--- src/rtl/adder_nbit_pipe.sv ---
// rtl/adder_nbit_pipe.sv - WIDTH-bit adder split into STAGES carry-linked slices, valid/ready at both ends
// Optional feature macro: ADDER_NBIT_SAT_EN (saturate sum on signed overflow in the last stage)
module adder_nbit_pipe #(
    parameter int WIDTH  = 16,
    parameter int STAGES = 4
) (
    input  logic             clk,
    input  logic             rst,
    input  logic             in_valid,
    output logic             in_ready,
    input  logic [WIDTH-1:0] a,
    input  logic [WIDTH-1:0] b,
    input  logic             carry_in,
    output logic             out_valid,
    input  logic             out_ready,
    output logic [WIDTH-1:0] sum,
    output logic             carry_out,
    output logic             overflow
);
    localparam int SW   = WIDTH / STAGES;
    localparam int LAST = STAGES - 1;

    logic [STAGES-1:0] v_q;
    logic [STAGES-1:0] c_q;
    logic [WIDTH-1:0]  a_q [STAGES];
    logic [WIDTH-1:0]  b_q [STAGES];
    logic [WIDTH-1:0]  s_q [STAGES];
    logic              ov_q;

    logic [STAGES-1:0] ld;
    logic [STAGES-1:0] pv;
    logic [STAGES-1:0] pc;
    logic [WIDTH-1:0]  pa [STAGES];
    logic [WIDTH-1:0]  pb [STAGES];
    logic [WIDTH-1:0]  ps [STAGES];
    logic [WIDTH-1:0]  s_d [STAGES];
    logic [STAGES-1:0] c_d;
    logic [SW:0]       slice;
    logic              msb_cin;
    logic              ov_d;

    // A stage may load when it is empty or its occupant moves on this cycle.
    always_comb begin
        ld       = '0;
        ld[LAST] = !v_q[LAST] || out_ready;
        for (int k = LAST - 1; k >= 0; k--) begin
            ld[k] = !v_q[k] || ld[k+1];
        end
    end

    always_comb begin
        pv    = '0;
        pc    = '0;
        pa    = '{default: '0};
        pb    = '{default: '0};
        ps    = '{default: '0};
        pv[0] = in_valid;
        pc[0] = carry_in;
        pa[0] = a;
        pb[0] = b;
        for (int k = 1; k < STAGES; k++) begin
            pv[k] = v_q[k-1];
            pc[k] = c_q[k-1];
            pa[k] = a_q[k-1];
            pb[k] = b_q[k-1];
            ps[k] = s_q[k-1];
        end
    end

    // Each stage fills in its own slice of the sum and forwards the slice carry.
    always_comb begin
        slice   = '0;
        c_d     = '0;
        s_d     = '{default: '0};
        msb_cin = 1'b0;
        ov_d    = 1'b0;
        for (int k = 0; k < STAGES; k++) begin
            slice = {1'b0, pa[k][k*SW +: SW]} + {1'b0, pb[k][k*SW +: SW]} + {{SW{1'b0}}, pc[k]};
            s_d[k] = ps[k];
            s_d[k][k*SW +: SW] = slice[SW-1:0];
            c_d[k] = slice[SW];
        end
        msb_cin = pa[LAST][WIDTH-1] ^ pb[LAST][WIDTH-1] ^ s_d[LAST][WIDTH-1];
        ov_d    = msb_cin ^ c_d[LAST];
`ifdef ADDER_NBIT_SAT_EN
        if (ov_d) begin
            s_d[LAST] = pa[LAST][WIDTH-1] ? {1'b1, {(WIDTH-1){1'b0}}}
                                          : {1'b0, {(WIDTH-1){1'b1}}};
        end
`endif
    end

    // Data only loads alongside a valid entry so held outputs never pick up bubbles.
    always_ff @(posedge clk) begin
        if (rst) begin
            v_q  <= '0;
            c_q  <= '0;
            ov_q <= 1'b0;
            for (int k = 0; k < STAGES; k++) begin
                a_q[k] <= '0;
                b_q[k] <= '0;
                s_q[k] <= '0;
            end
        end else begin
            for (int k = 0; k < STAGES; k++) begin
                if (ld[k]) begin
                    v_q[k] <= pv[k];
                    if (pv[k]) begin
                        a_q[k] <= pa[k];
                        b_q[k] <= pb[k];
                        s_q[k] <= s_d[k];
                        c_q[k] <= c_d[k];
                    end
                end
            end
            if (ld[LAST] && pv[LAST]) begin
                ov_q <= ov_d;
            end
        end
    end

    assign in_ready  = ld[0];
    assign out_valid = v_q[LAST];
    assign sum       = s_q[LAST];
    assign carry_out = c_q[LAST];
    assign overflow  = ov_q;

    always @(posedge clk) begin
        assert (WIDTH % STAGES == 0)
            else $error("adder_nbit_pipe: WIDTH must be a multiple of STAGES");
        if (!rst && in_valid) begin
            assert (!$isunknown({a, b, carry_in}))
                else $error("adder_nbit_pipe: X/Z on operands while in_valid");
        end
    end
endmodule
--- config.mk ---
export PLATFORM = sky130hd
export DESIGN_NAME = adder_nbit_pipe
export DESIGN_NICKNAME = d
export VERILOG_FILES = /design/src/rtl/adder_nbit_pipe.sv
export SDC_FILE = /design/constraint.sdc
export NUM_CORES = 1
export LEC_CHECK = 0
export ABC_CLOCK_PERIOD_IN_PS = 1700
export CORE_MARGIN = 2
export CORE_UTILIZATION = 49
export CTS_BUF_LIST = sky130_fd_sc_hd__clkbuf_16
export DETAILED_ROUTE_END_ITERATION = 7
export GPL_ROUTABILITY_DRIVEN = 0
export MAX_ROUTING_LAYER = met4
export PLACE_DENSITY = 0.86
export SLEW_MARGIN = 5
export SYNTH_ARGS = -nofsm -noshare
export SYNTH_HDL_FRONTEND = slang
export SYNTH_SLANG_ARGS = --single-unit
export TNS_END_PERCENT = 1
--- constraint.sdc ---
create_clock -name clk -period 1.7 [get_ports clk]
set_input_delay 0.34 -clock clk [delete_from_list [all_inputs] [get_ports clk]]
set_output_delay 0.34 -clock clk [all_outputs]
set_load 0.05 [all_outputs]
# Word level (Yosys, flattened, before mapping)
# Memory sizes are Yosys's and may differ from the RTL's.
# Index checks and enable logic that the tools add are counted.
dict set report word_totals {
  ff_bits 9
  latchBits 0
  mem_bits_rw 192
  mem_bits_ro 0
  in_bits 37
  output_inout_bits 20
  n_memories 3
}
dict set report op_classes {
  n_addsub 8
  mul 0
  n_div 0
  magnitude_cmp 0
  n_eq_ne 0
  shift 0
  muxes 30
  bitwise_logic 15
  n_reduce_logical 13
}
# memory depth word_bits read_ports rd_ports_with_merged_regs write_ports line_no
set mem_list {}
lappend mem_list {a_q 4 16 3 0 4 25} ;# logic [WIDTH-1:0] a_q [STAGES];
lappend mem_list {b_q 4 16 3 0 4 26} ;# logic [WIDTH-1:0] b_q [STAGES];
lappend mem_list {s_q 4 16 4 0 4 27} ;# logic [WIDTH-1:0] s_q [STAGES];
# op count
set ops {}
lappend ops {{two-way mux 16 bit} 12}
lappend ops {{adder 4 x 4 -> 5 bit} 4}
lappend ops {{adder 5 x 1 -> 5 bit} 4}
lappend ops {{two-way mux 1 bit} 18}
lappend ops {{OR 1 bit} 12}
lappend ops {{AND reduction 2 bit} 4}
lappend ops {{zero test 1 bit} 4}
lappend ops {{logical OR 1 bit} 4}
lappend ops {{XOR 1 bit} 3}
lappend ops {{logical AND 1 bit} 1}

# Depth between registers and ports, before layout
# Gate-level depths: netlist of the first run.
dict set report logic_depth {
  depth_word 9
  depth_mapped 7
}

# Worst setup path before layout of the first run
# OpenSTA, ideal clock, no wires.
dict set report synth_timing {
  kind {flip-flop to flip-flop}
  startpoint {reg v_q[3]}
  endpoint {mem a_q[0][10], enable pin}
  setup_time_ps 385
  arrival_ps 1628
  setup_slack_ps -312
  path_stages_with_launch 4
  n_path_buf 0
  synth_period_minus_slack_ps 2012
  cell_sequence {dfxtp_1 > nand4b_4 > o21ai_4 > or2b_1}
}
# element line_no
set synth_rtl {}
lappend synth_rtl {{start, declared} 23} ;# logic [STAGES-1:0] v_q;
lappend synth_rtl {{start signal, assigned by index} 107} ;# v_q[k] <= pv[k];
lappend synth_rtl {{end, declared} 25}

==> metrics, run 1 <==
worst path arrival time 2.01 ns; relative slew slack 64.8%; DP Cell Count 471; filler cell count 573; WP data required 1.93 ns; Core ar. 8300 sq um; clk_skew 0.00515 ns; Synthesis Warnings 0; met3 Use GR 4.55%; Crit Path Max Fanout 2; Startpoint Class flop; fmax 0.561 GHz; CTS Buf Count 9; root buf cell clkbuf_16; DPL Wire Length 4580 um; Reg2Reg Setup Slack -0.08 ns; fin cells 488; die area 9410 sq um; IO Count 57; P_leak 2.22 nW; setup ws final -0.0810 ns; Crit. Startpoint b_q[0][44]; Clk Latency, worst-skew pair 0.34 ns; DRC 0; Antenna diodes 0; Worst setup EP type flop; overall routing resource usage 14.9%; ratio of cells with drive above 1 in the final layout 29.2%; number of port buffers 56; wire length per cell 12.8 um; First-pass DRT Iterations 4; peak supply drop 563 uV; register area share after synthesis 66.6%; Hold WC Path Type reg2reg; failing checks setup timing; asr flop ratio synth 0%; Bufs on Longest Clock Path 2; GRT overflow 0; Reg2Reg Depth 6; cts hold-fix bufs 0; dpl ws -0.516 ns; WL final 6260 um; global-route wire length before repair 10,600 um; Hold Fails Final Rpt 0; # setup viols final 4; initial antenna violation count 0; worst slew pin tran 0.527 ns; die width 97.0 um; ys flop type edfxtp_1; Final Cycle Share 105%; Final Util 65.3%; vias in the first global route 2,342; fin crit period 1.78 ns; Slew Viols, Final 0; CTS H-tree depth 3; clk slew on worst S/H paths 0.06 ns; Layout Nets 435; most common cell after layout, fill and taps aside edfxtp_1; max cap viols 0; P per Cell Area 954 nW/um^2; row cnt 33; DR vias/cell 4.86; FF+latch count, synth 97; Setup crit end overflow; Mapped Nets 347; Routed Antenna Nets 0; met2 track demand over resource 24.5%; Sink Count 97; Syn-to-layout area delta 27.8%; kind of critical path reg2reg; worst reg2reg path endpoint overflow; largest net degree at the start of global routing 29; Synth Area per Inst 14.6 sq um; number of flops mapped to enable cells by yosys 88; most frequent cells in the layout 88 x edfxtp_1, 59 x and2_1, 45 x buf_4; Tot Pwr 5.17 mW; hold slack 0.512 ns; Reg-to-Reg Start b_q[0][44]; Iter 0 DRT Violations 89; Netlist cell types 33; Mapped Area 4240 sq um; Die Ht 97.0 um; RSZ-0062 raised after global routing true; outcome complete, but fails checks; global routing's busiest layer met2; met1 usage 16.6%; initial core utilization 51.1%; CTS tree yes; routed via count 2,370; Mapped Cells 290
cell families after synthesis:
family,after synthesis,synth area share (%)
AOI/OAI and AO/OA,22,3.36
xor gates and xnor gates,5,1.03
adders and majority gates,20,7.32
buffers and inverters,21,2.33
DFF,97,66.6
muxes,1,0.236
and+or+nand+nor,124,19.1
layout make-up:
| type | instances | area [sq um] | share of cell area [%] |
|---|---|---|---|
| clock buffer | 9 | 225 | 4.16 |
| inverter | 13 | 48.8 | 0.901 |
| sequential | 97 | 2830 | 52.2 |
| multi-input combinational | 172 | 1370 | 25.3 |
| clock inverter | 7 | 46.3 | 0.855 |
| tap | 105 | 131 | 2.42 |
| timing repair buffer | 85 | 768 | 14.2 |
cell usage after synthesis (2+ instances only):
master,number,share of area [%]
buf_6,2,0.53
or2_2,4,0.59
o21a_1,3,0.53
nor3_1,10,1.2
clkbuf_1,2,0.18
xor2_1,4,0.83
a21o_1,4,0.71
nand2b_1,4,0.59
ha_1,12,3.5
fa_1,8,3.8
buf_2,2,0.24
nor2b_1,6,0.89
dfxtp_1,9,4.3
a21oi_1,13,1.5
and2_1,59,8.7
inv_1,13,1.2
nor2_4,2,0.53
clkbuf_2,2,0.24
edfxtp_1,88,62
nand2_1,3,0.27
and2_4,19,3.9
nor2_1,10,0.89
how the worst min path moves through the flow:
stage | slack (ns) | end | cells past startpoint | start
final | 0.51 | v_q[3] | 2 | v_q[2]
after global routing | 0.53 | s_q[3][8] | 1 | s_q[2][8]
after CTS | 0.52 | b_q[0][44] | 1 | b_q[0][28]
after detailed placement | 0.50 | b_q[0][29] | 1 | b_q[0][13]
after global placement | 0.49 | c_q[3] | 2 | c_q[3]
after floorplan | 0.47 | v_q[0] | 2 | in_valid
routing by layer:
metal | part of all wire, % | wire (um)
met1 | 41 | 2580
met2 | 52 | 3230
met3 | 5.1 | 321
met4 | 2.1 | 133
met5 | 0 | 0
critical path, cell delays in order (launching register included):
cell	delay (ns)
edfxtp_1	0.40
fa_2	0.39
fa_2	0.36
nand3_2	0.08
nand2_2	0.05
and2_1	0.16
o31a_1	0.23
through the flow:
step                setup TNS (ns)  instance area, sq um
floorplan                  -0.0879                  4240
global placement            -29.03                  5080
detailed placement          -35.48                  5080
CTS                         -0.200                  5390
global route                -0.481                  5420
finish                      -0.135                  5420
sequential cells by signal (all words and copies together) (netlist names):
signal and flops:
b_q 24, a_q 24, v_q 4, s_q 40, overflow 1, c_q 4
what timing repair did:
action                                  4_1_cts  5_1_grt
resized for setup                             8       10
endpoints found under the setup margin       29       11
buffers inserted                              1        0
cloned                                        0        0
where the power goes:
group | total [mW] | switching (mW) | internal [mW]
logic | 0.552 | 0.280 | 0.272
clock network | 1.83 | 0.836 | 0.989
registers | 2.79 | 0.0456 | 2.75
(Power assumes the default switching activity.)
==> run 2: changes to the inputs <==
--- a/config.mk
+++ b/config.mk
@@ -5,14 +5,15 @@
 export SDC_FILE = /design/constraint.sdc
 export NUM_CORES = 1
 export LEC_CHECK = 0
+export ABC_AREA = 1
 export ABC_CLOCK_PERIOD_IN_PS = 1700
 export CORE_MARGIN = 2
-export CORE_UTILIZATION = 49
+export CORE_UTILIZATION = 50
 export CTS_BUF_LIST = sky130_fd_sc_hd__clkbuf_16
 export DETAILED_ROUTE_END_ITERATION = 7
 export GPL_ROUTABILITY_DRIVEN = 0
 export MAX_ROUTING_LAYER = met4
-export PLACE_DENSITY = 0.86
+export PLACE_DENSITY = 0.87
 export SLEW_MARGIN = 5
 export SYNTH_ARGS = -nofsm -noshare
 export SYNTH_HDL_FRONTEND = slang
==> metrics, run 2 <==
failing checks setup timing; Crit Path Max Fanout 3; worst slew pin tran 0.363 ns; CTS H-tree depth 3; most instantiated cells after synthesis 95 x inv_1, 88 x edfxtp_1, 78 x nor2_1; routed via count 2,765; IO Count 57; HP Start c_q[3]; max cap viols 0; Mapped Cells 390; ratio of cells with drive above 1 in the final layout 19.0%; Largest register FFs 40; setup ws final -0.0236 ns; die width 97.6 um; Hold Path Sink c_q[3]; Syn-to-layout area delta 27.1%; kind of critical path reg2reg; FF+latch count, synth 97; die area 9530 sq um; WL final 7460 um; Hold Fails Final Rpt 0; ys flop type edfxtp_1; Tot Pwr 5.80 mW; Reg-to-Reg Start a_q[0][44]; P per Cell Area 1040 nW/um^2; Mapped Area 4380 sq um; initial antenna violation count 0; fin cells 581; Routed Antenna Nets 0; Crit. Startpoint a_q[0][44]; Netlist cell types 27; # setup viols final 1; Slew Viols, Final 0; share of the synthesized area in the top cell type 60.3%; global-route wire length before repair 12,400 um; vias in the first global route 2,788; largest net degree at the start of global routing 29; number of port buffers 56; most common cell after layout, fill and taps aside inv_1; Worst setup EP type flop; Hold WC Path Type reg2reg; Synthesis Warnings 0; Final Cycle Share 101%; Bufs on Longest Clock Path 2; clk_skew 0.00390 ns; leading post-synthesis cells by cell area edfxtp_1 60%, inv_1 8.1%, nor2_1 6.7%, dfxtp_1 4.1%, fa_1 3.7%; DP Cell Count 563; area leader, netlist edfxtp_1; asr flop ratio synth 0%; worst reg2reg path endpoint overflow; overall routing resource usage 16.9%; Mapped Nets 447; DPL Wire Length 4920 um; wire length per cell 12.8 um; row cnt 34; peak supply drop 645 uV; RSZ-0062 raised after global routing true; most frequent cells in the layout 95 x inv_1, 88 x edfxtp_1, 78 x nor2_1; First-pass DRT Iterations 4; Iter 0 DRT Violations 108; Clk Latency, worst-skew pair 0.35 ns; GRT overflow 0; DR vias/cell 4.76; clk slew on worst S/H paths 0.07 ns; Sink Count 97; CTS Buf Count 9; Antenna diodes 0; P_leak 2.42 nW; WP data required 1.95 ns; most frequent cell after synthesis inv_1; fin crit period 1.72 ns; initial core utilization 51.0%; largest register by flop count s_q; Core ar. 8590 sq um; register area share after synthesis 64.4%; DRC 0; Die Ht 97.6 um; Startpoint Class flop; worst hold path depth 2; leading registers by flop count s_q x40, a_q x24, b_q x24; CTS tree yes; Reg2Reg Setup Slack -0.02 ns; number of flops mapped to enable cells by yosys 88; Synth Area per Inst 11.2 sq um; Reg2Reg Depth 8; root buf cell clkbuf_16; outcome complete, but fails checks; fmax 0.580 GHz; worst path arrival time 1.98 ns; Layout Nets 525; relative slew slack 75.8%
==> run 2: cell count changes after synthesis, sizes merged, moves of 6 or more <==
cell,previous run,this run
nor2,13,90
inv,13,97
nand2,4,30
and2,78,0
nor3,11,0
nor2b,6,0
nand3,1,20
==> run 2: logic make-up (layout without fill, tap and decap cells) <==
kind of cell / count (synthesis) / in the layout / synth area share (%)
AND/OR/NAND/NOR: 147 / 147 / 15.8
buffers and inverters: 105 / 188 / 10.0
flip-flops: 97 / 97 / 64.4
adder cells (fa/ha/maj): 20 / 20 / 7.08
AO/OA/AOI/OAI: 20 / 20 / 2.46
XOR/XNOR: 1 / 1 / 0.200
==> run 2: metrics by stage <==
step                      utilization, %  TNS (ns)  worst slack, ns  hold slack [ns]  instance area (sq um)
final                               64.8   -0.0236          -0.0236            0.499                   5570
after global routing                64.8    -0.206          -0.0810            0.544                   5570
after CTS                           64.5         0          0.00941            0.506                   5540
after detailed placement            60.0    -16.60           -0.294            0.493                   5150
after global placement              60.0    -10.36           -0.247            0.482                   5150
after floorplan                        -     -2.43          -0.0736            0.405                   4390
==> run 2: layer usage <==
| metal | routed length, um | global-route usage [%] | vias to the layer above |
|---|---|---|---|
| met2 | 3990 | 29.7 | 73 |
| met5 | 0 | - | - |
| met4 | 216 | 8.76 | 0 |
| met1 | 2930 | 18.2 | 1288 |
| li1 | - | - | 1385 |
| met3 | 320 | 3.24 | 19 |
==> run 2: critical path, cell delays in order (launching register included) <==
cell	delay (ns)
edfxtp_1	0.40
fa_2	0.40
fa_2	0.41
nand3_2	0.10
nand3_2	0.07
nand2_1	0.08
nand3_1	0.07
nand2_1	0.06
inv_1	0.03
==> run 2: worst max path at each step <==
stage | end | slack, ns
5_1_grt | overflow | -0.08
6_report | overflow | -0.02
2_1_floorplan | a_q[0][10] | -0.07
3_3_place_gp | s_q[0][1] | -0.25
3_5_place_dp | s_q[0][1] | -0.29
4_1_cts | in_ready | 0.009
==> run 2: power breakdown <==
group	leakage, nW	internal, mW	total (mW)	switching, mW
clock	0.176	1.59	2.46	0.867
combinational	1.22	0.233	0.553	0.320
sequential	1.02	2.74	2.79	0.0495
==> run 2: repair_timing <==
item                                    CTS  global route
pin swaps                                 1             3
endpoints found under the setup margin    4             8
hold buffers                              0             0
resized for setup                         3             9
buffers inserted                          2             0
==> run 2: final cells by class <==
type                    count  area (sq um)
clock buffers               9           225
fillers                   645          3030
repair buffers             75           718
well taps                 108           135
flip-flops and latches     97          2830
inverters                  97           364
clock inverters             7           141
multi-input cells         188          1160
==> run 3: changes to the inputs <==
--- a/config.mk
+++ b/config.mk
@@ -14,7 +14,8 @@
 export GPL_ROUTABILITY_DRIVEN = 0
 export MAX_ROUTING_LAYER = met4
 export PLACE_DENSITY = 0.87
-export SLEW_MARGIN = 5
+export SKIP_LAST_GASP = 1
+export SLEW_MARGIN = 30
 export SYNTH_ARGS = -nofsm -noshare
 export SYNTH_HDL_FRONTEND = slang
 export SYNTH_SLANG_ARGS = --single-unit
==> metrics, run 3 (synthesized netlist as in run 2, its figures left out) <==
Startpoint Class flop; critical path depth 8; Syn-to-layout area delta 26.8%; kind of critical path reg2reg; Hold WC Path Type reg2reg; Tot Pwr 5.79 mW; sw power 1.23 mW; initial core utilization 51.0%; worst slew pin tran 0.364 ns; First-pass DRT Iterations 4; global-route wire length before repair 12,400 um; clk_skew 0.00394 ns; Comb power frac 9.5%; DPL Wire Length 4920 um; Routed Antenna Nets 0; Largest register FFs 40; largest register by flop count s_q; Net Sw Frac 21.3%; clk slew on worst S/H paths 0.07 ns; routed via count 2,762; number of port buffers 56; Buf/Inv on CP 1; CTS H-tree depth 3; IO Count 57; # setup viols final 1; Crit Path Max Fanout 3; most frequent cells in the layout 95 x inv_1, 88 x edfxtp_1, 78 x nor2_1; slowest CP cell fa_2; Final Cycle Share 101%; worst path arrival time 1.97 ns; gate family responsible for the most delay along the worst path adder cells; P per Cell Area 1040 nW/um^2; outcome complete, but fails checks; die width 97.6 um; DRC 0; clock power share 42.3%; vias in the first global route 2,785; CTS Buf Count 9; Die Ht 97.6 um; GRT overflow 0; Layout Nets 525; WL final 7420 um; overall routing resource usage 16.9%; Hold Fails Final Rpt 0; most common cell after layout, fill and taps aside inv_1; Reg2Reg Setup Slack -0.02 ns; RSZ-0062 raised after global routing true; Reg-to-Reg Start a_q[0][44]; setup ws final -0.0220 ns; filler cell count 650; CTS tree yes; hold slack 0.498 ns; die area 9530 sq um; largest net degree at the start of global routing 29; peak supply drop 646 uV; Sink Count 97; worst reg2reg path endpoint overflow; DR vias/cell 4.75; Bufs on Longest Clock Path 2; Antenna diodes 0; Setup crit end overflow; Worst setup EP type flop; slowest stage delay, CP 0.41 ns; Seq pwr share 48.2%; crit-path cells fa_2 > fa_2 > nand3_2 > nand3_2 > nand2_1 > nand3_1 > nand2_1 > inv_1; root buf cell clkbuf_16; fmax 0.581 GHz; wire length per cell 12.8 um; leading registers by flop count s_q x40, a_q x24, b_q x24; row cnt 34; WP data required 1.95 ns; Core ar. 8590 sq um; Iter 0 DRT Violations 107; ratio of cells with drive above 1 in the final layout 18.2%; Pint 4.56 mW; Reg2Reg Depth 8; cts hold-fix bufs 0; Slew Viols, Final 0; initial antenna violation count 0; Crit. Startpoint a_q[0][44]; relative slew slack 75.7%; failing checks setup timing; P_leak 2.42 nW; fin crit period 1.72 ns; max cap viols 0; Clk Latency, worst-skew pair 0.35 ns
==> run 3: repair_timing <==
action | CTS | global route
setup buffers | 2 | 0
resized for setup | 2 | 5
hold endpoints to repair | 0 | 0
pin swaps | 1 | 2
endpoints found under the setup margin | 4 | 10
==> run 3: worst reg2reg max path, stage by stage (launching register included) <==
cell      delay [ns]
edfxtp_1        0.40
fa_2            0.40
fa_2            0.41
nand3_2         0.10
nand3_2         0.08
nand2_1         0.08
nand3_1         0.07
nand2_1         0.06
inv_1           0.03
==> run 3: routing by layer <==
metal	wire length (um)	vias to the layer above	global-route usage, %
li1	-	1384	-
met2	3990	70	29.7
met1	2940	1290	18.2
met3	278	18	3.24
met4	214	0	8.76
met5	0	-	-
==> run 3: stage by stage <==
step,TNS (ns),setup WS (ns),cell area (sq um),utilization [%],cells
floorplan,-2.43,-0.0736,4390,-,390
global placement,-10.36,-0.247,5150,60.0,563
detailed placement,-16.60,-0.294,5150,60.0,563
CTS,-0.0131,-0.0131,5540,64.4,581
global route,-0.349,-0.0810,5550,64.6,581
finish,-0.0220,-0.0220,5550,64.6,581
==> run 3: worst min path at each step <==
| stage | startpoint | to | depth (start not counted) |
|---|---|---|---|
| 5_1_grt | c_q[0] | c_q[0] | 2 |
| 4_1_cts | c_q[0] | c_q[0] | 2 |
| 3_5_place_dp | c_q[3] | c_q[3] | 2 |
| 2_1_floorplan | rst | v_q[3] | 1 |
| 6_report | c_q[3] | c_q[3] | 2 |
| 3_3_place_gp | c_q[3] | c_q[3] | 2 |
==> run 3: power groups by stage <==
stage	clock network [mW]	registers, mW	logic, mW
floorplan	0	2.90	0.256
global placement	0	2.83	0.510
detailed placement	0	2.84	0.535
CTS	2.48	2.79	0.550
global route	2.56	2.80	0.603
finish	2.45	2.79	0.551
==> run 3: layout make-up <==
cell class              count  area (sq um)  area share, %
inverters                  97           364           6.56
clock buffers               9           225           4.05
flip-flops and latches     97          2820           50.8
clock inverters             7           141           2.55
repair buffers             75           714           12.9
well taps                 108           135           2.43
multi-input cells         188          1150           20.7
